### src/rtl/host_stream_pkg.sv
// Shared types and constants for the host memory streamer.
//   host_state_e  : top-level transfer phase
//   send_step_e   : per-word sub-step inside a send phase
//   next_phase()  : phase that follows a given phase, skipping empty ones
//   is_busy()     : phases in which a transfer is in flight
package host_stream_pkg;

   localparam int unsigned BYTES_PER_WORD = 6;

   typedef enum logic [2:0] {
      ST_IDLE,
      ST_SEND_INS,
      ST_SEND_DATA,
      ST_RECV,
      ST_DONE
   } host_state_e;

   // LAT: address on the bus, CAP: read data valid, TX: wait for UART, HOLD: ignore tx_ready
   typedef enum logic [1:0] {
      STEP_LAT,
      STEP_CAP,
      STEP_TX,
      STEP_HOLD
   } send_step_e;

   // Phase entered after cur completes; a phase with a zero count is skipped.
   function automatic host_state_e next_phase(input host_state_e cur,
                                              input logic        ins_nz,
                                              input logic        data_nz,
                                              input logic        res_nz);
      logic from_start;
      from_start = (cur == ST_IDLE) || (cur == ST_DONE);
      if (from_start && ins_nz) return ST_SEND_INS;
      if ((from_start || (cur == ST_SEND_INS)) && data_nz) return ST_SEND_DATA;
      if ((cur != ST_RECV) && res_nz) return ST_RECV;
      return ST_DONE;
   endfunction

   function automatic logic is_busy(input host_state_e s);
      return (s == ST_SEND_INS) || (s == ST_SEND_DATA) || (s == ST_RECV);
   endfunction

endpackage

### src/rtl/word_byte_serializer.sv
// LS-byte-first word-to-byte shifter shared by both send phases.
//   clk, rst   : clock, synchronous active-high reset
//   load_i     : capture word_i and the number of bytes it carries
//   word_i     : word to serialise (LS byte goes out first)
//   nbytes_i   : byte count of the loaded word
//   shift_i    : current byte consumed, advance to the next one
//   byte_o     : byte currently at the head of the word
//   last_o     : byte_o is the final byte of the loaded word
module word_byte_serializer #(
   parameter int unsigned DATA_WIDTH = 48,
   parameter int unsigned CNT_WIDTH  = 3
) (
   input  logic                  clk,
   input  logic                  rst,
   input  logic                  load_i,
   input  logic [DATA_WIDTH-1:0] word_i,
   input  logic [CNT_WIDTH-1:0]  nbytes_i,
   input  logic                  shift_i,
   output logic [7:0]            byte_o,
   output logic                  last_o
);

   logic [DATA_WIDTH-1:0] shreg_q;
   logic [CNT_WIDTH-1:0]  left_q;

   // Shift register and remaining-byte counter
   always_ff @(posedge clk) begin
      if (rst) begin
         shreg_q <= '0;
         left_q  <= '0;
      end else if (load_i) begin
         shreg_q <= word_i;
         left_q  <= nbytes_i;
      end else if (shift_i) begin
         shreg_q <= shreg_q >> 8;
         left_q  <= left_q - CNT_WIDTH'(1);
      end
   end

   assign byte_o = shreg_q[7:0];
   assign last_o = (left_q == CNT_WIDTH'(1));

endmodule

### src/rtl/host_mem_streamer.sv
// Streams an instruction image and a data image out over a byte UART, then
// collects result words from the UART into a result memory.
//   clk, rst                       : clock, synchronous active-high reset
//   start                          : begin a transfer (honoured in IDLE/DONE)
//   ins_words/data_words/res_words : word counts, latched at start
//   src_sel, src_addr, src_data    : source image read port (1-cycle latency)
//   tx_byte_start, tx_byte, tx_ready : byte UART transmit handshake
//   rx_new_byte, rx_byte           : byte UART receive strobe and data
//   res_wr_en, res_addr, res_data  : result memory write port
//   busy, done, rx_overrun         : status
module host_mem_streamer
   import host_stream_pkg::*;
#(
   parameter int unsigned INS_WIDTH       = 8,
   parameter int unsigned DATA_WIDTH      = 8 * BYTES_PER_WORD,
   parameter int unsigned INS_ADDR_WIDTH  = 8,
   parameter int unsigned DATA_ADDR_WIDTH = 12
) (
   input  logic                       clk,
   input  logic                       rst,
   input  logic                       start,
   input  logic [INS_ADDR_WIDTH:0]    ins_words,
   input  logic [DATA_ADDR_WIDTH:0]   data_words,
   input  logic [DATA_ADDR_WIDTH:0]   res_words,
   output logic                       src_sel,
   output logic [DATA_ADDR_WIDTH-1:0] src_addr,
   input  logic [DATA_WIDTH-1:0]      src_data,
   output logic                       tx_byte_start,
   output logic [7:0]                 tx_byte,
   input  logic                       tx_ready,
   input  logic                       rx_new_byte,
   input  logic [7:0]                 rx_byte,
   output logic                       res_wr_en,
   output logic [DATA_ADDR_WIDTH-1:0] res_addr,
   output logic [DATA_WIDTH-1:0]      res_data,
   output logic                       busy,
   output logic                       done,
   output logic                       rx_overrun
);

   localparam int unsigned CW        = DATA_ADDR_WIDTH + 1;
   localparam int unsigned ICW       = INS_ADDR_WIDTH + 1;
   localparam int unsigned BPW       = DATA_WIDTH / 8;
   localparam int unsigned INS_BYTES = INS_WIDTH / 8;
   localparam int unsigned SCW       = $clog2(BPW + 1);

   host_state_e                state_q, state_d;
   send_step_e                 step_q;
   logic [CW-1:0]              idx_q;
   logic [ICW-1:0]             ins_cnt_q;
   logic [CW-1:0]              data_cnt_q;
   logic [CW-1:0]              res_cnt_q;
   logic [SCW-1:0]             bcnt_q;
   logic [DATA_WIDTH-1:0]      asm_q;
   logic                       src_sel_q;
   logic [DATA_ADDR_WIDTH-1:0] src_addr_q;
   logic                       tx_byte_start_q;
   logic [7:0]                 tx_byte_q;
   logic                       res_wr_en_q;
   logic [DATA_ADDR_WIDTH-1:0] res_addr_q;
   logic [DATA_WIDTH-1:0]      res_data_q;
   logic                       busy_q;
   logic                       done_q;
   logic                       overrun_q;

   logic                       sending_c;
   logic [CW-1:0]              cnt_c;
   logic [CW-1:0]              idx_next_c;
   logic [DATA_ADDR_WIDTH-1:0] next_addr_c;
   logic                       word_last_c;
   logic                       start_ok_c;
   logic                       tx_fire_c;
   logic                       send_end_c;
   logic                       rx_fire_c;
   logic                       rx_word_c;
   logic                       recv_end_c;
   logic [DATA_WIDTH-1:0]      asm_next_c;
   logic                       ser_load_c;
   logic [DATA_WIDTH-1:0]      ser_word_c;
   logic [SCW-1:0]             ser_nbytes_c;
   logic [7:0]                 ser_byte;
   logic                       ser_last;

   // Count of the active phase, compared at full width so 2^N words do not wrap
   always_comb begin
      cnt_c = res_cnt_q;
      if (state_q == ST_SEND_INS)       cnt_c = CW'(ins_cnt_q);
      else if (state_q == ST_SEND_DATA) cnt_c = data_cnt_q;
   end

   assign sending_c   = (state_q == ST_SEND_INS) || (state_q == ST_SEND_DATA);
   assign idx_next_c  = idx_q + CW'(1);
   assign word_last_c = (idx_next_c == cnt_c);
   assign next_addr_c = (state_q == ST_SEND_INS) ? DATA_ADDR_WIDTH'(idx_next_c[INS_ADDR_WIDTH-1:0])
                                                 : idx_next_c[DATA_ADDR_WIDTH-1:0];
   assign start_ok_c  = start && ((state_q == ST_IDLE) || (state_q == ST_DONE));
   assign tx_fire_c   = sending_c && (step_q == STEP_TX) && tx_ready;
   assign send_end_c  = tx_fire_c && ser_last && word_last_c;
   assign rx_fire_c   = (state_q == ST_RECV) && rx_new_byte;
   assign rx_word_c   = rx_fire_c && (bcnt_q == SCW'(BPW - 1));
   assign recv_end_c  = rx_word_c && word_last_c;
   assign asm_next_c  = {rx_byte, asm_q[DATA_WIDTH-1:8]};

   // Instruction words sit in the LSBs of src_data and carry fewer bytes
   assign ser_load_c   = sending_c && (step_q == STEP_CAP);
   assign ser_word_c   = (state_q == ST_SEND_INS) ? DATA_WIDTH'(src_data[INS_WIDTH-1:0]) : src_data;
   assign ser_nbytes_c = (state_q == ST_SEND_INS) ? SCW'(INS_BYTES) : SCW'(BPW);

   word_byte_serializer #(
      .DATA_WIDTH (DATA_WIDTH),
      .CNT_WIDTH  (SCW)
   ) u_ser (
      .clk      (clk),
      .rst      (rst),
      .load_i   (ser_load_c),
      .word_i   (ser_word_c),
      .nbytes_i (ser_nbytes_c),
      .shift_i  (tx_fire_c),
      .byte_o   (ser_byte),
      .last_o   (ser_last)
   );

   // Phase sequencing; empty phases are skipped
   always_comb begin
      state_d = state_q;
      if (start_ok_c) begin
         state_d = next_phase(state_q, |ins_words, |data_words, |res_words);
      end else if (send_end_c || recv_end_c) begin
         state_d = next_phase(state_q, |ins_cnt_q, |data_cnt_q, |res_cnt_q);
      end
   end

   // Transfer FSM with registered outputs
   always_ff @(posedge clk) begin
      if (rst) begin
         state_q         <= ST_IDLE;
         step_q          <= STEP_LAT;
         idx_q           <= '0;
         ins_cnt_q       <= '0;
         data_cnt_q      <= '0;
         res_cnt_q       <= '0;
         bcnt_q          <= '0;
         asm_q           <= '0;
         src_sel_q       <= 1'b0;
         src_addr_q      <= '0;
         tx_byte_start_q <= 1'b0;
         tx_byte_q       <= '0;
         res_wr_en_q     <= 1'b0;
         res_addr_q      <= '0;
         res_data_q      <= '0;
         busy_q          <= 1'b0;
         done_q          <= 1'b0;
         overrun_q       <= 1'b0;
      end else begin
         tx_byte_start_q <= 1'b0;
         res_wr_en_q     <= 1'b0;
         state_q         <= state_d;
         busy_q          <= is_busy(state_d);
         done_q          <= (state_d == ST_DONE);

         if (start_ok_c) begin
            ins_cnt_q  <= ins_words;
            data_cnt_q <= data_words;
            res_cnt_q  <= res_words;
            overrun_q  <= 1'b0;
         end
         // Includes a byte landing on the cycle SEND_DATA hands over to RECV
         if (rx_new_byte && (state_q != ST_RECV)) begin
            overrun_q <= 1'b1;
         end

         case (state_q)
            ST_SEND_INS, ST_SEND_DATA: begin
               case (step_q)
                  STEP_LAT: step_q <= STEP_CAP;
                  STEP_CAP: step_q <= STEP_TX;
                  STEP_TX: begin
                     if (tx_fire_c) begin
                        tx_byte_start_q <= 1'b1;
                        tx_byte_q       <= ser_byte;
                        if (ser_last) begin
                           idx_q      <= idx_next_c;
                           src_addr_q <= next_addr_c;
                           step_q     <= STEP_LAT;
                        end else begin
                           step_q <= STEP_HOLD;
                        end
                     end
                  end
                  // tx_ready may not have dropped yet for the byte just launched
                  STEP_HOLD: step_q <= STEP_TX;
                  default:   step_q <= STEP_LAT;
               endcase
            end
            ST_RECV: begin
               if (rx_fire_c) begin
                  asm_q <= asm_next_c;
                  if (rx_word_c) begin
                     bcnt_q      <= '0;
                     res_wr_en_q <= 1'b1;
                     res_addr_q  <= idx_q[DATA_ADDR_WIDTH-1:0];
                     res_data_q  <= asm_next_c;
                     idx_q       <= idx_next_c;
                  end else begin
                     bcnt_q <= bcnt_q + SCW'(1);
                  end
               end
            end
            default: ;
         endcase

         // Phase entry overrides the per-phase updates above
         if (state_d != state_q) begin
            idx_q      <= '0;
            bcnt_q     <= '0;
            step_q     <= STEP_LAT;
            src_addr_q <= '0;
            src_sel_q  <= (state_d == ST_SEND_DATA);
         end
      end
   end

   assign src_sel       = src_sel_q;
   assign src_addr      = src_addr_q;
   assign tx_byte_start = tx_byte_start_q;
   assign tx_byte       = tx_byte_q;
   assign res_wr_en     = res_wr_en_q;
   assign res_addr      = res_addr_q;
   assign res_data      = res_data_q;
   assign busy          = busy_q;
   assign done          = done_q;
   assign rx_overrun    = overrun_q;

endmodule

### config.mk
export PLATFORM = sky130hd
export DESIGN_NAME = host_mem_streamer
export DESIGN_NICKNAME = d
export VERILOG_FILES = /design/src/rtl/host_stream_pkg.sv /design/src/rtl/word_byte_serializer.sv /design/src/rtl/host_mem_streamer.sv
export SDC_FILE = /design/constraint.sdc
export NUM_CORES = 1
export LEC_CHECK = 0
export CAP_MARGIN = 20
export CORE_UTILIZATION = 53
export DETAILED_ROUTE_END_ITERATION = 6
export GPL_TIMING_DRIVEN = 0
export PLACE_DENSITY = 0.8
export SLEW_MARGIN = 10
export SYNTH_ARGS = -nofsm -noshare
export SYNTH_HDL_FRONTEND = slang
export SYNTH_HIERARCHICAL = 1
export SYNTH_SLANG_ARGS = --single-unit
### constraint.sdc
create_clock -name clk -period 3.1 [get_ports clk]
set_input_delay 0.62 -clock clk [delete_from_list [all_inputs] [get_ports clk]]
set_output_delay 0.62 -clock clk [all_outputs]
set_load 0.005 [all_outputs]
# == Yosys cells after proc, flatten, opt, wreduce, memory -nomap -nowiden ==
# Index checks and enable logic that the tools add are counted.
# op_classes
n_reduce_logical,44
addsub,3
eq_ne,22
n_mux,58
n_bitwise,4
# ops
cell,n
$mux 48,3
$mux 13,7
$mux 3,18
$reduce_or 13->1,4
$pmux 13 s2,1
$mux 1,25
$reduce_or 9->1,2
$logic_and 1x1->1,16
$add 13x1->13 const B,1
$eq 13x13->1,1
$eq 3x2->1 const B,4
$mux 12,1
$ne 2x2->1 const B,6
$eq 3x1->1 const B,3
$eq 3x3->1 const B,3
$logic_or 1x1->1,6
$pmux 2 s3,1
$reduce_and 3->1,2
$reduce_and 6->1,1
$reduce_bool 2->1,3
$reduce_or 2->1,3
$reduce_or 3->1,2
$eq 2x2->1 const B,2
$mux 2,2
other kinds (10),14
# word_totals
word_cells,151
reg_bits,241
output_inout_bits,86
inputBits,96

# == Logic depth before layout (Yosys ltp) ==
# Gate-level depths: netlist of the first run.
# logic_depth
word_depth,24
mapped_depth,12
mapped_depth_nobuf,9

# == Cells and area by module ==
# The synthesis of the first run kept the hierarchy.
# by_module_without_submodules
mod,n_inst,area_each_um2,seq_area_each_um2,cells_per_inst
host_mem_streamer,1,7788.7,3643.5,1004
word_byte_serializer,1,2456.1,1021.0,243

# == Least setup slack after synthesis of the first run ==
# OpenSTA, ideal clock, no wires.
# synth_path
path_kind,register -> register
startpoint,register state_q[2]
endpoint,register state_q[0]
stages_incl_launch_ff,12
t_arrival_ns,2.461
setup_ns,0.070
path_slack_ns,0.569
cell_sequence,dfxtp_1 buf_2 or3b_4 clkinv_4 buf_6 a21oi_1 a211oi_2 xnor2_1 a31oi_1 a2111o_1 or3_1 a21oi_1
# synth_via
elab_chain_cells,12
word_cells_on_any_way,60
classes_between,6 x eq/ne; 35 x mux; 19 x reduce/logical
# synth_lines
element,line,rtl
from (decl),host_mem_streamer.sv:47,"host_state_e state_q, state_d;"
from (signal assigned),host_mem_streamer.sv:157,state_q <= state_d;
$ne 3x2->1 (tied with other cells),host_stream_pkg.sv:35,if ((cur != ST_RECV) && res_nz) return ST_RECV;
$logic_and 1x1->1 / $logic_or 1x1->1 (equally long branches),"host_stream_pkg.sv:35, host_stream_pkg.sv:32, host_mem_streamer.sv:96",
$mux 1 / $logic_or 1x1->1 (equally long branches),"host_stream_pkg.sv:35, host_stream_pkg.sv:34",
$mux 1 / $logic_and 1x1->1 (equally long branches),"host_stream_pkg.sv:35, host_stream_pkg.sv:34",
$mux 1,host_stream_pkg.sv:34,if ((from_start || (cur == ST_SEND_INS)) && data_nz) return ST_SEND_DATA;
$mux 1 (on tied branches),"host_mem_streamer.sv:128, host_stream_pkg.sv:34",
$mux 1 (on tied branches),"host_mem_streamer.sv:126, host_mem_streamer.sv:128",
$mux 3 / $mux 1 (equally long branches),"host_stream_pkg.sv:36, host_mem_streamer.sv:126",
$mux 3,host_stream_pkg.sv:35,
$mux 3,host_stream_pkg.sv:34,
$mux 3,host_mem_streamer.sv:128,end else if (send_end_c || recv_end_c) begin
$mux 3 (*),host_mem_streamer.sv:126,if (start_ok_c) begin
# Every way passes the cells marked *; elsewhere a longest branch is shown, timed or not. The select of a mux whose other input is x is not followed.
# A chain may end at the register's enable or synchronous reset.

# == Worst setup path in the final report of the first run ==
# layout_path
startpoint,register state_q[1]
endpoint,register state_q[0]
# The elaborated chain is that of the path after synthesis.

==> results of run 1 <==
-- area by class of cell --
| class | instances | area share |
|---|---|---|
| inverters | 8 | 0.00266 |
| well taps | 260 | 0.0247 |
| plain buffers | 101 | 0.0390 |
| flip-flops and latches | 233 | 0.355 |
| repair buffers | 182 | 0.138 |
| multi-input cells | 904 | 0.383 |
| clock buffers | 32 | 0.0502 |
| clock inverters | 5 | 0.00685 |
-- per-stage QoR --
stage	total power [W]	util
6_report	0.00639	0.698
2_1_floorplan	0.00341	-
3_5_place_dp	0.00364	0.657
4_1_cts	0.00643	0.697
3_3_place_gp	0.00363	0.657
5_1_grt	0.00661	0.698
-- power breakdown --
group          switching [W]  internal [W]  total (W)
clock                0.00116       0.00165    0.00281
combinational       0.000250      0.000245   0.000495
sequential         0.0000471       0.00304    0.00309
-- what timing repair did --
| item | 4_1_cts | 5_1_grt |
|---|---|---|
| setup buffers | 0 | 2 |
| resized for setup | 0 | 5 |
| setup endpoints to repair | 0 | 34 |
| hold endpoints to repair | 0 | 0 |
-- placed cells by master (no fill, tap or decap), drive strengths merged, types with 8 or more instances in the layout --
| cell type | count |
|---|---|
| a211oi | 55 |
| a21oi | 167 |
| a22o | 9 |
| a22oi | 8 |
| and2 | 53 |
| buf | 38 |
| clkbuf | 97 |
| clkdlybuf4s50 | 180 |
| dfxtp | 233 |
| mux2i | 49 |
| nand2 | 309 |
| nand3 | 11 |
| nand4 | 10 |
| nor2 | 56 |
| nor2b | 43 |
| nor3 | 16 |
| nor4 | 12 |
| o21ai | 9 |
| or3b | 11 |
| xnor2 | 17 |
| xor2 | 12 |
-- layer usage --
layer / up-vias / wire, um
met5: - / 0
met4: 0 / 819
met3: 61 / 1760
met2: 293 / 12900
met1: 4398 / 12100
li1: 4637 / -
-- logic make-up (layout without fill, tap and decap cells) --
group                      count (synthesis)  after routing  synth area share
AOI/OAI and AO/OA                        270            270             0.160
DFF                                      233            233             0.455
buffers and inverters                    110            328            0.0537
and+or+nand+nor                          551            551             0.252
xor gates and xnor gates                  29             29            0.0248
adders and majority gates                  5              5           0.00611
muxes                                     49             49            0.0479
-- worst register-to-register path, cell delays in order, from the launching register on --
cell and delay, ns:
dfxtp_1 0.31, buf_6 0.13, o21bai_1 0.32, buf_2 0.31
a22oi_2 0.08, and3b_1 0.20, nor4b_2 0.28, nand4_1 0.13
a2111o_1 0.52, or3_1 0.42, a21oi_1 0.14
-- final timing paths --
path / end / depth (start not counted) / start / slack [ns]
max: state_q[0] / 10 / state_q[1] / 0.19
min: u_ser/left_q[2] / 2 / rst / 0.41
max reg2reg: state_q[0] / 10 / state_q[1] / 0.19
min reg2reg: res_data[15] / 2 / res_data[15] / 0.45
-- state kept, by name (all words and copies together) (netlist names), 2 cells and up --
register / flops
data_cnt_q: 13
res_cnt_q: 13
res_addr: 12
tx_byte: 8
ins_cnt_q: 9
src_addr: 12
u_ser/left_q: 3
idx_q: 13
res_data: 48
bcnt_q: 3
state_q: 3
step_q: 2
asm_q: 40
u_ser/shreg_q: 48
==> impl_metrics.env, run 1 <==
export IMPL_fp_row_count=50
export IMPL_grt_busiest_layer="met2"
export IMPL_clk_pin_slew_ns=0.06
export IMPL_cts_num_sinks=233
export IMPL_pre_cts_ws_ns=-0.157
export IMPL_yosys_top_cells_area="dfxtp_1 46%, nand2_1 11%, a21oi_1 8.2%, mux2i_1 4.8%, a211oi_1 4.0%"
export IMPL_ys_ff_latch=233
export IMPL_path_class="reg2reg"
export IMPL_synth_top_area_cell="dfxtp_1"
export IMPL_endpoint_kind="register"
export IMPL_first_iter_violations=543
export IMPL_dp_hpwl_um=20200
export IMPL_hold_viol_final=0
export IMPL_fin_crit_ns=2.91
export IMPL_die_h_um=141
export IMPL_yosysSeqAreaShare=0.455
export IMPL_viasPerCell=5.44
export IMPL_antenna_found_initial=0
export IMPL_grtUsageMet1=0.343
export IMPL_vias=9389
export IMPL_slew_violations=0
export IMPL_fillers=1541
export IMPL_yosysUniqueCellTypes=60
export IMPL_grt_max_degree=14
export IMPL_placed_cell_area_um2=12400
export IMPL_n_antenna_cell=0
export IMPL_multi_input_area_um2=5040
export IMPL_grt_use_total=0.272
export IMPL_clockRootBuffer="clkbuf_16"
export IMPL_numCtsBuffers=24
export IMPL_async_flop_share=0
export IMPL_critPathArrivalTime_ns=3.36
export IMPL_drive_gt1_frac=0.0560
export IMPL_start_kind="register"
export IMPL_first_pass_iters=5
export IMPL_cp_cell_sequence="buf_6, o21bai_1, buf_2, a22oi_2, and3b_1, nor4b_2, nand4_1, a2111o_1, or3_1, a21oi_1"
export IMPL_relSlewSlack=0.486
export IMPL_worst_endpoint_required_ns=3.55
export IMPL_stdcell_count=1725
export IMPL_htree_levels=1
export IMPL_io_buffers=180
export IMPL_synth_edf_count=0
export IMPL_tns_ns=0
export IMPL_worst_pin_slew_ns=0.768
export IMPL_skew_ns=0.0121
export IMPL_powerDensity_nw_per_um2=486
export IMPL_yosysTopAreaCellShare=0.455
export IMPL_totalWireLength_um=27600
export IMPL_wl_per_cell_um=16.0
export IMPL_vdd_ir_drop_max_v=0.000376
export IMPL_die_w_um=141
export IMPL_synth_area_per_cell_um2=8.22
export IMPL_setup_ws_ns=0.188
export IMPL_clk_latency_ns=0.52
export IMPL_timing_final_crit_share=0.939
export IMPL_synthTopCellsByCount="308 x nand2_1, 233 x dfxtp_1, 167 x a21oi_1, 65 x clkbuf_1, 56 x nor2_1"
export IMPL_yosys_warnings=6
export IMPL_met2_usage=0.463
export IMPL_synth_most_common_cell="nand2_1"
export IMPL_die_area_um2=19900
export IMPL_ant_nets=0
export IMPL_grt_pass1_vias=8916
export IMPL_status="completed"
export IMPL_grt_pass1_wl_um=44000
export IMPL_power_leakage_nw=4.38
export IMPL_syn_area_um2=10200
export IMPL_cts_buffer_depth=3
export IMPL_route_detailed_drc=0
export IMPL_setup_violations=0
export IMPL_globalRouteMet3Util=0.0560
export IMPL_syn2layout_area_growth_pct=28.3
export IMPL_synth_cells=1247
export IMPL_gp_congestion=0.929
export IMPL_max_clock_freq_mhz=343
export IMPL_critPathMaxStageDelay_ns=0.52
export IMPL_critPathMaxFanout=10
export IMPL_regArea_um2=4670
export IMPL_fin_nets=1555
export IMPL_place_detailed_instances=1687
export IMPL_crit_buf_inv=2
export IMPL_ios=182
export IMPL_synth_nets=1348
export IMPL_initial_core_util=0.544
export IMPL_rsz0062_at_grt="no"
export IMPL_critical_path_top_delay_family="compound AO/OA/AOI/OAI gates"
export IMPL_synth_ff_type="dfxtp_1"
export IMPL_finalHoldWorstSlack_ns=0.414
export IMPL_core_um2=18800
export IMPL_final_cell_area_um2=13100
export IMPL_grt_overflow=0
export IMPL_ctsHoldBuffers=0
export IMPL_cp_slowest_cell="a2111o_1"
export IMPL_min_path_type="in2reg"
export IMPL_cts_tree="yes"
export IMPL_cap_violations=0
Note: power is estimated with default switching activity, not from simulation.
==> inputs of run 2 (changes only) <==
Settings changed: CORE_UTILIZATION 53 to 57, PLACE_DENSITY 0.8 to 0.85.
Clock period 3.1 ns to 3.75 ns, I/O delays scaled along.
==> run 2 against run 1 <==
Sequential share of layout area is essentially flat. Final area is essentially flat. Sequential power shrank 17%. Clock-buffer cell count grew 5. Largest cell class unchanged.
==> impl_metrics.env, run 2 (synthesis gave the netlist of run 1 again) <==
export IMPL_numCtsBuffers=25
export IMPL_max_clock_freq_mhz=313
export IMPL_worst_endpoint_required_ns=4.20
export IMPL_critPathMaxFanout=10
export IMPL_met2_usage=0.522
export IMPL_switching_share=0.232
export IMPL_powerDensity_nw_per_um2=410
export IMPL_ctsHoldBuffers=0
export IMPL_route_detailed_drc=0
export IMPL_pwr_share_comb=0.076
export IMPL_core_um2=17400
export IMPL_skew_ns=0.0103
export IMPL_fp_row_count=48
export IMPL_cts_buffer_depth=3
export IMPL_regArea_um2=4660
export IMPL_p_seq_frac=0.474
export IMPL_vias=9590
export IMPL_cts_num_sinks=233
export IMPL_first_iter_violations=614
export IMPL_layout_common_cells="308 x nand2_1, 233 x dfxtp_1, 180 x clkdlybuf4s50_1, 167 x a21oi_1, 71 x clkbuf_1"
export IMPL_power_leakage_nw=4.40
export IMPL_post_cts_buffers=0
export IMPL_rrSetupSlack_ns=0.55
export IMPL_worstHoldPathCells=2
export IMPL_io_buffers=180
export IMPL_critPathArrivalTime_ns=3.65
export IMPL_syn2layout_area_growth_pct=28.3
export IMPL_multi_input_area_um2=5030
export IMPL_first_pass_iters=5
export IMPL_drive_gt1_frac=0.0564
export IMPL_path_class="reg2reg"
export IMPL_fin_util=0.755
export IMPL_worst_pin_slew_ns=0.729
export IMPL_totalWireLength_um=28300
export IMPL_cts_tree="yes"
export IMPL_tns_ns=0
export IMPL_grt_use_total=0.302
export IMPL_hp_start="res_addr[6]"
export IMPL_grt_pass1_wl_um=44600
export IMPL_clk_pin_slew_ns=0.06
export IMPL_grt_overflow=0
export IMPL_power_w=0.00539
export IMPL_viasPerCell=5.65
export IMPL_globalRouteMet3Util=0.0537
export IMPL_initial_core_util=0.588
export IMPL_antenna_found_initial=1
export IMPL_die_area_um2=18500
export IMPL_dp_hpwl_um=20400
export IMPL_die_w_um=136
export IMPL_ios=182
export IMPL_p_switching_w=0.00125
export IMPL_whs_endpoint="res_addr[6]"
export IMPL_vdd_ir_drop_max_v=0.000378
export IMPL_die_h_um=136
export IMPL_grt_pass1_vias=9158
export IMPL_fillers=1309
export IMPL_wl_per_cell_um=16.7
export IMPL_grt_busiest_layer="met2"
export IMPL_hold_viol_final=0
export IMPL_layout_commonest_cell="nand2_1"
export IMPL_fin_nets=1555
export IMPL_timing_final_crit_share=0.853
export IMPL_grtUsageMet1=0.373
export IMPL_status="completed"
export IMPL_start_kind="register"
export IMPL_r2r_cells=9
export IMPL_fin_crit_ns=3.20
export IMPL_rsz0062_at_grt="no"
export IMPL_htree_levels=1
export IMPL_gp_congestion=0.939
export IMPL_cts_resized=0
export IMPL_clockRootBuffer="clkbuf_16"
export IMPL_r2r_end="state_q[0]"
export IMPL_n_antenna_cell=0
export IMPL_reg2reg_from="idx_q[0]"
export IMPL_setup_violations=0
export IMPL_min_path_type="reg2reg"
export IMPL_relSlewSlack=0.514
export IMPL_p_clk_frac=0.450
export IMPL_clk_latency_ns=0.52
export IMPL_p_int_w=0.00414
export IMPL_ant_nets=0
export IMPL_slew_violations=0
export IMPL_cap_violations=0
export IMPL_endpoint_kind="register"
export IMPL_grt_max_degree=14
==> run 2: area by class of cell <==
| class | instances | share of cell area |
|---|---|---|
| multi-input combinational | 904 | 0.383 |
| sequential | 233 | 0.355 |
| timing repair buffer | 180 | 0.137 |
| clock buffer | 37 | 0.0556 |
| buffer | 102 | 0.0392 |
| tap | 225 | 0.0214 |
| clock inverter | 8 | 0.00628 |
| inverter | 8 | 0.00267 |
==> run 2: critical path, stage by stage, from the launching register on <==
cell      delay, ns
dfxtp_1        0.64
ha_1           0.23
clkbuf_1       0.36
nand4_1        0.17
xor2_1         0.29
xnor2_1        0.15
nand4_1        0.14
a2111o_1       0.56
or3_1          0.43
a21oi_1        0.16
==> run 2: worst max-delay path by stage <==
stage | from | depth (start not counted) | slack, ns | to
finish | idx_q[0] | 9 | 0.55 | state_q[0]
global route | idx_q[0] | 9 | 0.35 | state_q[0]
CTS | idx_q[0] | 9 | 0.61 | state_q[0]
detailed placement | tx_ready | 10 | 0.33 | src_addr[2]
global placement | tx_ready | 9 | 0.38 | state_q[0]
floorplan | state_q[2] | 11 | 1.22 | state_q[0]
==> run 2: power groups by stage <==
stage	clock network, W	logic, W	registers [W]
2_1_floorplan	0	0.000227	0.00259
3_3_place_gp	0	0.000396	0.00261
3_5_place_dp	0	0.000403	0.00261
4_1_cts	0.00244	0.000407	0.00255
5_1_grt	0.00254	0.000445	0.00256
6_report	0.00243	0.000411	0.00256
==> run 2: metal layers <==
layer  share of wire  vias to the layer above  routed length, um
met2            0.48                      322              13600
met5               0                        -                  0
met4           0.029                        0                826
li1                -                     4652                  -
met3           0.068                       68               1920
met1            0.42                     4548              11900
==> run 2: stage by stage <==
stage | worst slack (ns) | hold slack [ns] | cell area, um^2 | cells
after floorplan | 1.22 | 0.432 | 10200 | 1247
after global placement | 0.378 | 0.440 | 12300 | 1652
after detailed placement | 0.334 | 0.446 | 12300 | 1652
after CTS | 0.607 | 0.454 | 13100 | 1697
after global routing | 0.345 | 0.472 | 13100 | 1697
final | 0.553 | 0.453 | 13100 | 1697
